`config.mk`:
```
export PLATFORM = sky130hd
export DESIGN_NAME = rpn_stack_engine_flat
export DESIGN_NICKNAME = d
export VERILOG_FILES = /design/src/rtl/rpn_stack_engine_if.sv /design/src/rtl/rpn_stack_engine.sv /design/src/flat_wrapper.sv
export SDC_FILE = /design/constraint.sdc
export NUM_CORES = 1
export LEC_CHECK = 0
export CAP_MARGIN = 20
export CORE_ASPECT_RATIO = 1.1
export CORE_MARGIN = 2
export CORE_UTILIZATION = 47
export DETAILED_ROUTE_END_ITERATION = 10
export GPL_TIMING_DRIVEN = 0
export PLACE_DENSITY = 0.77
export SLEW_MARGIN = 20
export SYNTH_ARGS = -nofsm -noshare
export SYNTH_HDL_FRONTEND = slang
export SYNTH_SLANG_ARGS = --single-unit
```
`constraint.sdc`:
```
create_clock -name clk -period 2.7 [get_ports clk]
set_input_delay 0.27 -clock clk [delete_from_list [all_inputs] [get_ports clk]]
set_output_delay 0.27 -clock clk [all_outputs]
set_load 0.05 [all_outputs]
```
`src/rtl/rpn_stack_engine_if.sv`:
```
// -----------------------------------------------------------------------------
// rpn_stack_engine_if
// Token/result channel between a command source and the RPN stack engine.
//   tok_valid    : source -> engine, a token is offered
//   tok_ready    : engine -> source, engine can accept a token this cycle
//   tok_is_op    : source -> engine, 1 = tok_data is an opcode, 0 = operand
//   tok_data     : source -> engine, operand value or opcode
//   result       : engine -> source, value returned by EMIT
//   result_valid : engine -> source, one-cycle pulse qualifying result
//   err          : engine -> source, sticky error flag
// Modports: master = command source, slave = engine.
// -----------------------------------------------------------------------------
interface rpn_stack_engine_if #(
    parameter int DATA_W = 8
);
    logic              tok_valid;
    logic              tok_ready;
    logic              tok_is_op;
    logic [DATA_W-1:0] tok_data;
    logic [DATA_W-1:0] result;
    logic              result_valid;
    logic              err;

    modport master (
        output tok_valid, tok_is_op, tok_data,
        input  tok_ready, result, result_valid, err
    );

    modport slave (
        input  tok_valid, tok_is_op, tok_data,
        output tok_ready, result, result_valid, err
    );
endinterface

```
`src/rtl/rpn_stack_engine.sv`:
```
// -----------------------------------------------------------------------------
// rpn_stack_engine
// Evaluates a reverse-Polish token stream using an external stack block.
// Operands become PUSH, operators become POP/POP/PUSH(f(A,B)), EMIT becomes a
// PEEK whose read data is returned on result with a one-cycle result_valid.
// Opcodes: 0 ADD, 1 SUB (A-B), 2 AND, 3 XOR, 4 EMIT, 5 MUL (optional).
// Build option: define RPN_STACK_ENGINE_MUL_EN to build the multiplier and make
// opcode 5 legal; otherwise opcode 5 is illegal and drives the engine to ERR.
// Ports:
//   clk          : rising-edge clock shared with the stack
//   reset        : synchronous active-low reset
//   tok          : token/result channel (rpn_stack_engine_if.slave)
//   stk_instr    : stack instruction, 00 PUSH, 01 POP, 10 PEEK, 11 NOP
//   stk_data_in  : push data
//   stk_data_out : stack read data (registered inside the stack)
//   stk_empty    : stack empty flag (registered inside the stack)
//   stk_full     : stack full flag (registered inside the stack)
// -----------------------------------------------------------------------------
module rpn_stack_engine #(
    parameter int DATA_W = 8
) (
    input  logic                clk,
    input  logic                reset,
    rpn_stack_engine_if.slave   tok,
    output logic [1:0]          stk_instr,
    output logic [DATA_W-1:0]   stk_data_in,
    input  logic [DATA_W-1:0]   stk_data_out,
    input  logic                stk_empty,
    input  logic                stk_full
);
    typedef enum logic [2:0] {
        S_IDLE   = 3'd0,
        S_PUSH   = 3'd1,
        S_POP_B  = 3'd2,
        S_POP_A  = 3'd3,
        S_PUSH_R = 3'd4,
        S_PEEK   = 3'd5,
        S_RESULT = 3'd6,
        S_ERR    = 3'd7
    } state_t;

    localparam logic [1:0] INSTR_PUSH = 2'b00;
    localparam logic [1:0] INSTR_POP  = 2'b01;
    localparam logic [1:0] INSTR_PEEK = 2'b10;
    localparam logic [1:0] INSTR_NOP  = 2'b11;

    localparam logic [2:0] OP_ADD  = 3'd0;
    localparam logic [2:0] OP_SUB  = 3'd1;
    localparam logic [2:0] OP_AND  = 3'd2;
    localparam logic [2:0] OP_XOR  = 3'd3;
    localparam logic [2:0] OP_MUL  = 3'd5;

    localparam logic [DATA_W-1:0] OPC_EMIT = DATA_W'(4);
    localparam logic [DATA_W-1:0] OPC_MUL  = DATA_W'(5);

    state_t            state_r;
    logic [2:0]        op_r;
    logic [DATA_W-1:0] operand_r;
    logic [DATA_W-1:0] b_r;
    logic [DATA_W-1:0] result_r;
    logic              result_valid_r;
    logic              err_r;
    logic              opcode_legal_s;
    logic [DATA_W-1:0] alu_s;

    // Binary operator; A is the deeper stack entry, arithmetic wraps.
    function automatic logic [DATA_W-1:0] alu_f(
        input logic [2:0]        op,
        input logic [DATA_W-1:0] a,
        input logic [DATA_W-1:0] b
    );
        case (op)
            OP_ADD:  alu_f = a + b;
            OP_SUB:  alu_f = a - b;
            OP_AND:  alu_f = a & b;
            OP_XOR:  alu_f = a ^ b;
`ifdef RPN_STACK_ENGINE_MUL_EN
            OP_MUL:  alu_f = a * b;
`endif
            default: alu_f = '0;
        endcase
    endfunction

    // Opcode legality: EMIT is the highest legal code unless MUL is built.
    always_comb begin
        opcode_legal_s = 1'b0;
`ifdef RPN_STACK_ENGINE_MUL_EN
        opcode_legal_s = (tok.tok_data <= OPC_MUL);
`else
        opcode_legal_s = (tok.tok_data <= OPC_EMIT);
`endif
    end

    // The popped A operand only exists on stk_data_out during PUSH_R, so the
    // computed value is presented combinationally in that state.
    always_comb begin
        alu_s = alu_f(op_r, stk_data_out, b_r);
        if (state_r == S_PUSH_R) begin
            stk_data_in = alu_s;
        end else begin
            stk_data_in = operand_r;
        end
    end

    // Stack instruction decode. Flags only settle after the previous stack
    // operation, so the full/empty guard is applied against the live flags.
    always_comb begin
        stk_instr = INSTR_NOP;
        case (state_r)
            S_PUSH: begin
                if (stk_full) stk_instr = INSTR_NOP;
                else          stk_instr = INSTR_PUSH;
            end
            S_POP_B, S_POP_A: begin
                if (stk_empty) stk_instr = INSTR_NOP;
                else           stk_instr = INSTR_POP;
            end
            S_PEEK: begin
                if (stk_empty) stk_instr = INSTR_NOP;
                else           stk_instr = INSTR_PEEK;
            end
            S_PUSH_R: stk_instr = INSTR_PUSH;
            default:  stk_instr = INSTR_NOP;
        endcase
    end

    assign tok.tok_ready    = (state_r == S_IDLE);
    assign tok.result       = result_r;
    assign tok.result_valid = result_valid_r;
    assign tok.err          = err_r;

    // Token sequencer: accept, walk the stack access sequence, trap errors.
    always_ff @(posedge clk) begin
        if (!reset) begin
            state_r        <= S_IDLE;
            op_r           <= 3'd0;
            operand_r      <= '0;
            b_r            <= '0;
            result_r       <= '0;
            result_valid_r <= 1'b0;
            err_r          <= 1'b0;
        end else begin
            result_valid_r <= 1'b0;
            case (state_r)
                S_IDLE: begin
                    if (tok.tok_valid) begin
                        if (!tok.tok_is_op) begin
                            operand_r <= tok.tok_data;
                            state_r   <= S_PUSH;
                        end else if (!opcode_legal_s) begin
                            err_r   <= 1'b1;
                            state_r <= S_ERR;
                        end else if (tok.tok_data == OPC_EMIT) begin
                            state_r <= S_PEEK;
                        end else begin
                            op_r    <= tok.tok_data[2:0];
                            state_r <= S_POP_B;
                        end
                    end
                end
                S_PUSH: begin
                    if (stk_full) begin
                        err_r   <= 1'b1;
                        state_r <= S_ERR;
                    end else begin
                        state_r <= S_IDLE;
                    end
                end
                S_POP_B: begin
                    if (stk_empty) begin
                        err_r   <= 1'b1;
                        state_r <= S_ERR;
                    end else begin
                        state_r <= S_POP_A;
                    end
                end
                S_POP_A: begin
                    // B was returned by the POP issued in POP_B.
                    b_r <= stk_data_out;
                    if (stk_empty) begin
                        err_r   <= 1'b1;
                        state_r <= S_ERR;
                    end else begin
                        state_r <= S_PUSH_R;
                    end
                end
                S_PUSH_R: state_r <= S_IDLE;
                S_PEEK: begin
                    if (stk_empty) begin
                        err_r   <= 1'b1;
                        state_r <= S_ERR;
                    end else begin
                        state_r <= S_RESULT;
                    end
                end
                S_RESULT: begin
                    result_r       <= stk_data_out;
                    result_valid_r <= 1'b1;
                    state_r        <= S_IDLE;
                end
                S_ERR: begin
                    err_r   <= 1'b1;
                    state_r <= S_ERR;
                end
                default: begin
                    err_r   <= 1'b1;
                    state_r <= S_ERR;
                end
            endcase
        end
    end
endmodule

```
`src/flat_wrapper.sv`:
```
// flat-port wrapper written by rule: the top's interface ports become plain ports
module rpn_stack_engine_flat 
#(
    parameter int DATA_W = 8
)
  (clk, reset, stk_instr, stk_data_in, stk_data_out, stk_empty, stk_full, tok_tok_valid, tok_tok_is_op, tok_tok_data, tok_tok_ready, tok_result, tok_result_valid, tok_err);
  rpn_stack_engine_if #(.DATA_W(DATA_W)) tok_i ();
  input  logic clk;
  input  logic reset;
  output logic [1:0] stk_instr;
  output logic [DATA_W-1:0] stk_data_in;
  input  logic [DATA_W-1:0] stk_data_out;
  input  logic stk_empty;
  input  logic stk_full;
  input wire logic [$bits(tok_i.tok_valid)-1:0] tok_tok_valid;
  input wire logic [$bits(tok_i.tok_is_op)-1:0] tok_tok_is_op;
  input wire logic [$bits(tok_i.tok_data)-1:0] tok_tok_data;
  output wire logic [$bits(tok_i.tok_ready)-1:0] tok_tok_ready;
  output wire logic [$bits(tok_i.result)-1:0] tok_result;
  output wire logic [$bits(tok_i.result_valid)-1:0] tok_result_valid;
  output wire logic [$bits(tok_i.err)-1:0] tok_err;
  assign tok_i.tok_valid = tok_tok_valid;
  assign tok_i.tok_is_op = tok_tok_is_op;
  assign tok_i.tok_data = tok_tok_data;
  assign tok_tok_ready = tok_i.tok_ready;
  assign tok_result = tok_i.result;
  assign tok_result_valid = tok_i.result_valid;
  assign tok_err = tok_i.err;
  rpn_stack_engine #(.DATA_W(DATA_W)) u_core (.clk(clk), .reset(reset), .tok(tok_i), .stk_instr(stk_instr), .stk_data_in(stk_data_in), .stk_data_out(stk_data_out), .stk_empty(stk_empty), .stk_full(stk_full));
endmodule
```
After elaboration in Yosys (flattened, before gate mapping)
Cells that the tools add are included.

word-level totals
  input port bits = 22
  flip-flop bits (word level) = 32
  word-level logic and storage cells = 61
  output and inout port bits = 21

cells by class
  reductions and logical operators = 9
  eq/ne operators = 16
  $lt $le $gt $ge = 1
  bitwise gates (word level) = 4
  add/subtract/negate cells = 2
  muxes and demuxes = 22

operator list
  operator                                                                          number
  8-bit case mux with 4 select lines                                                1
  3-bit case mux with 7 select lines                                                1
  3-bit two-way mux                                                                 6
  3-bit by 2-bit == test with 1-bit output, second input constant                   4
  3-bit == test, second input constant                                              4
  8-bit adder                                                                       1
  8-bit AND                                                                         1
  8-bit by 3-bit == test with 1-bit output, second input constant                   1
  8-bit by 3-bit less-or-equal comparator with 1-bit output, second input constant  1
  1-bit two-way mux                                                                 8
  8-bit two-way mux                                                                 1
  2-bit inequality test, second input constant                                      4
  2-bit case mux with 4 select lines                                                1
  8-bit subtractor                                                                  1
  8-bit XOR                                                                         1
  3-bit by 1-bit == test with 1-bit output, second input constant                   2
  3-bit logical NOT                                                                 2
  2-bit two-way mux                                                                 3
  6-bit AND reduction                                                               1
  5-bit AND reduction                                                               1
  1-bit case mux with 4 select lines                                                1
  4-bit nonzero test                                                                1
  2-bit OR reduction                                                                2
  3-bit AND reduction                                                               1
  3 further kinds                                                                   4

Logic depth before layout (Yosys ltp)
  word-level depth = 6
  gate-level depth with buffers = 11
  depth with buffers taken out = 11

Least setup slack after synthesis
Ideal clock, no wire load.

  path kind = register to output
  start = reg u_core.op_r[1]
  end = out stk_data_in[5]
  data required time = 2430 ps
  cell stages (with the launch flop) = 10
  buffers on the path = 0
  setup slack = -652 ps
  arrival = 3082 ps
  cell sequence = dfxtp_1 > nor3b_1 > mux2_2 > inv_1 > ha_1 > nand3b_1 > nand2_1 > a31oi_1 > xor2_1 > o21ai_0

on the way
  cells in the longest elaborated chain, start to end = 3
  elaborated cells between the ends (all ways) = 6

ends and longest elaborated chain
  what                                                              line                     text
  start: declaration                                                rpn_stack_engine.sv:57   logic [2:0] op_r;
  start signal: assignment                                          rpn_stack_engine.sv:156  op_r <= tok.tok_data[2:0];
  3-bit by 2-bit == test with 1-bit output (tied with other cells)  rpn_stack_engine.sv:72   case (op)
  8-bit case mux with 4 select lines *                              rpn_stack_engine.sv:72
  8-bit two-way mux *                                               rpn_stack_engine.sv:98   if (state_r == S_PUSH_R) begin
  end: declaration                                                  flat_wrapper.sv:11       output logic [DATA_W-1:0] stk_data_in;

Every way passes the cells marked *; elsewhere a longest branch is shown, timed or not.

Final worst setup path
  start = reg u_core.b_r[1]
  end = out stk_data_in[6]

on the way
  cells in the longest elaborated chain, start to end = 3
  elaborated cells between the ends (all ways) = 4

ends and longest elaborated chain
  what                                             line                                            text
  start: declaration                               rpn_stack_engine.sv:59                          logic [DATA_W-1:0] b_r;
  start signal: assignment                         rpn_stack_engine.sv:179                         b_r <= stk_data_out;
  8-bit subtractor or 8-bit adder (tied branches)  rpn_stack_engine.sv:74, rpn_stack_engine.sv:73
  8-bit case mux with 4 select lines *             rpn_stack_engine.sv:72
  8-bit two-way mux *                              rpn_stack_engine.sv:98

Marks and branches as above.

==> flow_metrics.tcl <==
set metrics [dict create \
    outcome "finished with violations" \
    failed_checks "setup timing" \
    io_pins 43 \
    synth_cells 258 \
    hpwl_mm 3.83 \
    drt_iter0_drc 101 \
    holdPathStages 1 \
    arrival_ns 2.76 \
    p_comb_frac 0.618 \
    final_nets 363 \
    maxCapViolCount 0 \
    clk_pin_slew_ns 0.06 \
    syn2layout_area_growth_pct 43.7 \
    clockPowerShare 0.154 \
    vias 2099 \
    pre_cts_ws_ns -0.803 \
    hold-worst-slack_ns 0.466 \
    place_inst 354 \
    syn_nets 297 \
    slowest_stage "ha_1" \
    antennaDiodeCount 0 \
    instances_no_fill 378 \
    synth_cell_types 39 \
    synth-edff-count 0 \
    final_common_cell "nor2_1" \
    peakVddDrop_v 0.000521 \
    ys_seq_area_frac 0.302 \
    p_int_mw 1.42 \
    wirelength_mm 5.84 \
    end_kind "primary output" \
    fin_ws_ns -0.329 \
    p_total_mw 2.55 \
    hp-class "flip-flop to flip-flop" \
    final_util 0.706 \
    synth_area_per_cell_um2 8.22 \
    drv_slew 0 \
    dr.pass1.iters 4 \
    grt_max_degree 11 \
    clk_latency_ns 0.28 \
    critical_path_class "flip-flop to primary output" \
    die_area_mm2 0.00506 \
    clock_path_buffers 2 \
    post_drt_wl_per_cell_um 15.5 \
    htreeDepth 2 \
    p_sw_frac 0.445 \
    path_delay_family "adder cells" \
    hold_viol 0 \
    cts_root_buf "clkbuf_8" \
    power.leakage_nw 1.35 \
    p_per_area_mw_per_mm2 837 \
    min_to "u_core.tok.err$_SDFFE_PN0P_" \
    vias_per_cell 5.55 \
    ys.flop_type "dfxtp_1" \
    final_cell_mix "50 x nor2_1, 34 x clkdlybuf4s50_1, 27 x dfxtp_1" \
    ctsHoldBuffers 0 \
    ys_warn_count 0 \
    portBuffers 42 \
    path_max_fanout 4 \
    grt_pass1_vias 2044 \
    worstSetupStartpointType "flip-flop" \
    chipHeight_um 74.4 \
    drc_errors 0 \
    die_w_um 68.0 \
    cts_buffers 5 \
    fin_crit_ns 3.03 \
    crit_buf_inv 3 \
    post-route-period-util 1.12 \
    cp_cell_sequence "inv_2, ha_4, nor3b_4, a21oi_2, xnor2_1, ha_1, buf_4, mux2_2, o21ai_1, nand3_2, a22o_4, buf_8" \
    slew_headroom 0.540 \
    reg2reg_from "u_core.state_r[1]$_SDFFE_PN0N_" \
    rsz0062_at_grt "yes" \
    netlist_area_mm2 0.00212 \
    rrSetupSlack_ns 1.03 \
    setup_viol 6 \
    cp.required_ns 2.43 \
    cts_tree "done" \
    ys_ff_latch 32 \
    antenna_left 0 \
    timing.fmax_mhz 330 \
    core_area_mm2 0.00432 \
    antenna_found_initial 0 \
    overflow 0 \
    slowest_delay_ns 0.36 \
    grt_pass1_wl_mm 9.21 \
    tightest_slew_ns 0.685 \
    initial_core_util 0.491 \
    drive_gt1_frac 0.250 \
    grt_use_total 0.240 \
    p_switching_mw 1.13 \
    cts.sinks 32 \
    rows 25 \
    pwr-share-seq 0.227 \
    rr_endpoint "u_core.op_r[0]$_SDFFE_PN0P_" \
    rr_worst_depth 4 \
    async_reset_ff_frac 0 \
    gp_congestion 0.888 \
    holdCritStartpoint "u_core.tok.err$_SDFFE_PN0P_" \
    fin_skew_ns 0.00301 \
]
[repair_timing]
action                     4_1_cts  5_1_grt
gates cloned                     0        0
setup buffers                   15        3
setup endpoints to repair        7        8
pin swaps                       23       12
resized for setup               85       22
[metrics by stage]
step	setup TNS [ns]	cell area [um^2]
floorplan	0	2130
global placement	-3.94	2620
detailed placement	-4.13	2620
CTS	-0.905	2950
global route	-1.70	3050
finish	-1.07	3050
[synthesized netlist by cell type (7+ instances only)]
library cell | n | area (um^2)
xnor2_1 | 7 | 61.3
ha_1 | 16 | 200
dfxtp_1 | 32 | 641
nand2_1 | 13 | 48.8
mux2i_1 | 26 | 260
o21ai_0 | 12 | 60.1
inv_1 | 7 | 26.3
nand2b_1 | 9 | 56.3
a21oi_1 | 20 | 100
nor2_1 | 52 | 195
[flip-flops by register name (all words and copies together) (netlist names)]
name	flops
u_core.b_r	8
u_core.tok.err	1
u_core.tok.result	8
u_core.operand_r	8
u_core.state_r	3
u_core.op_r	3
u_core.tok.result_valid	1
[how the worst max path moves through the flow]
stage,from,to,cells past startpoint
after CTS,u_core.op_r[2]$_SDFFE_PN0P_,stk_data_in[6],10
after detailed placement,u_core.b_r[0]$_SDFFE_PN0N_,stk_data_in[6],11
after global routing,u_core.b_r[1]$_SDFFE_PN0N_,stk_data_in[6],12
after floorplan,u_core.op_r[1]$_SDFFE_PN0P_,stk_data_in[4],8
final,u_core.b_r[1]$_SDFFE_PN0N_,stk_data_in[6],12
after global placement,u_core.b_r[0]$_SDFFE_PN0N_,stk_data_in[6],11
[per-layer routing]
metal	global-route usage	vias to the layer above	wire length, um
li1	-	1041	-
met5	0	-	0
met3	0.0484	19	253
met2	0.394	63	2890
met1	0.288	976	2500
met4	0.138	0	199
[logic make-up (layout without fill, tap and decap cells)]
logic type / after synthesis / after routing / share of synthesized area
flip-flops: 32 / 32 / 0.302
AND/OR/NAND/NOR: 100 / 100 / 0.231
multiplexers: 29 / 29 / 0.139
AO/OA/AOI/OAI: 52 / 52 / 0.151
adder cells (fa/ha/maj): 17 / 17 / 0.104
XOR/XNOR: 9 / 9 / 0.0372
buffers and inverters: 19 / 85 / 0.0366
[layout make-up]
type,instances,area (um^2)
inverters,8,30.0
multi-input cells,207,1570
repair buffers,59,582
clock buffers,7,96.3
flip-flops and latches,32,654
well taps,54,67.6
fillers,322,1270
plain buffers,11,47.5
[power groups by stage]
| stage | clock network [mW] | registers (mW) | logic, mW |
|---|---|---|---|
| floorplan | 0 | 0.626 | 0.879 |
| global placement | 0 | 0.586 | 1.24 |
| detailed placement | 0 | 0.588 | 1.26 |
| CTS | 0.401 | 0.577 | 1.44 |
| global route | 0.425 | 0.588 | 1.68 |
| finish | 0.394 | 0.580 | 1.58 |
Note: power is estimated with default switching activity, not from simulation.
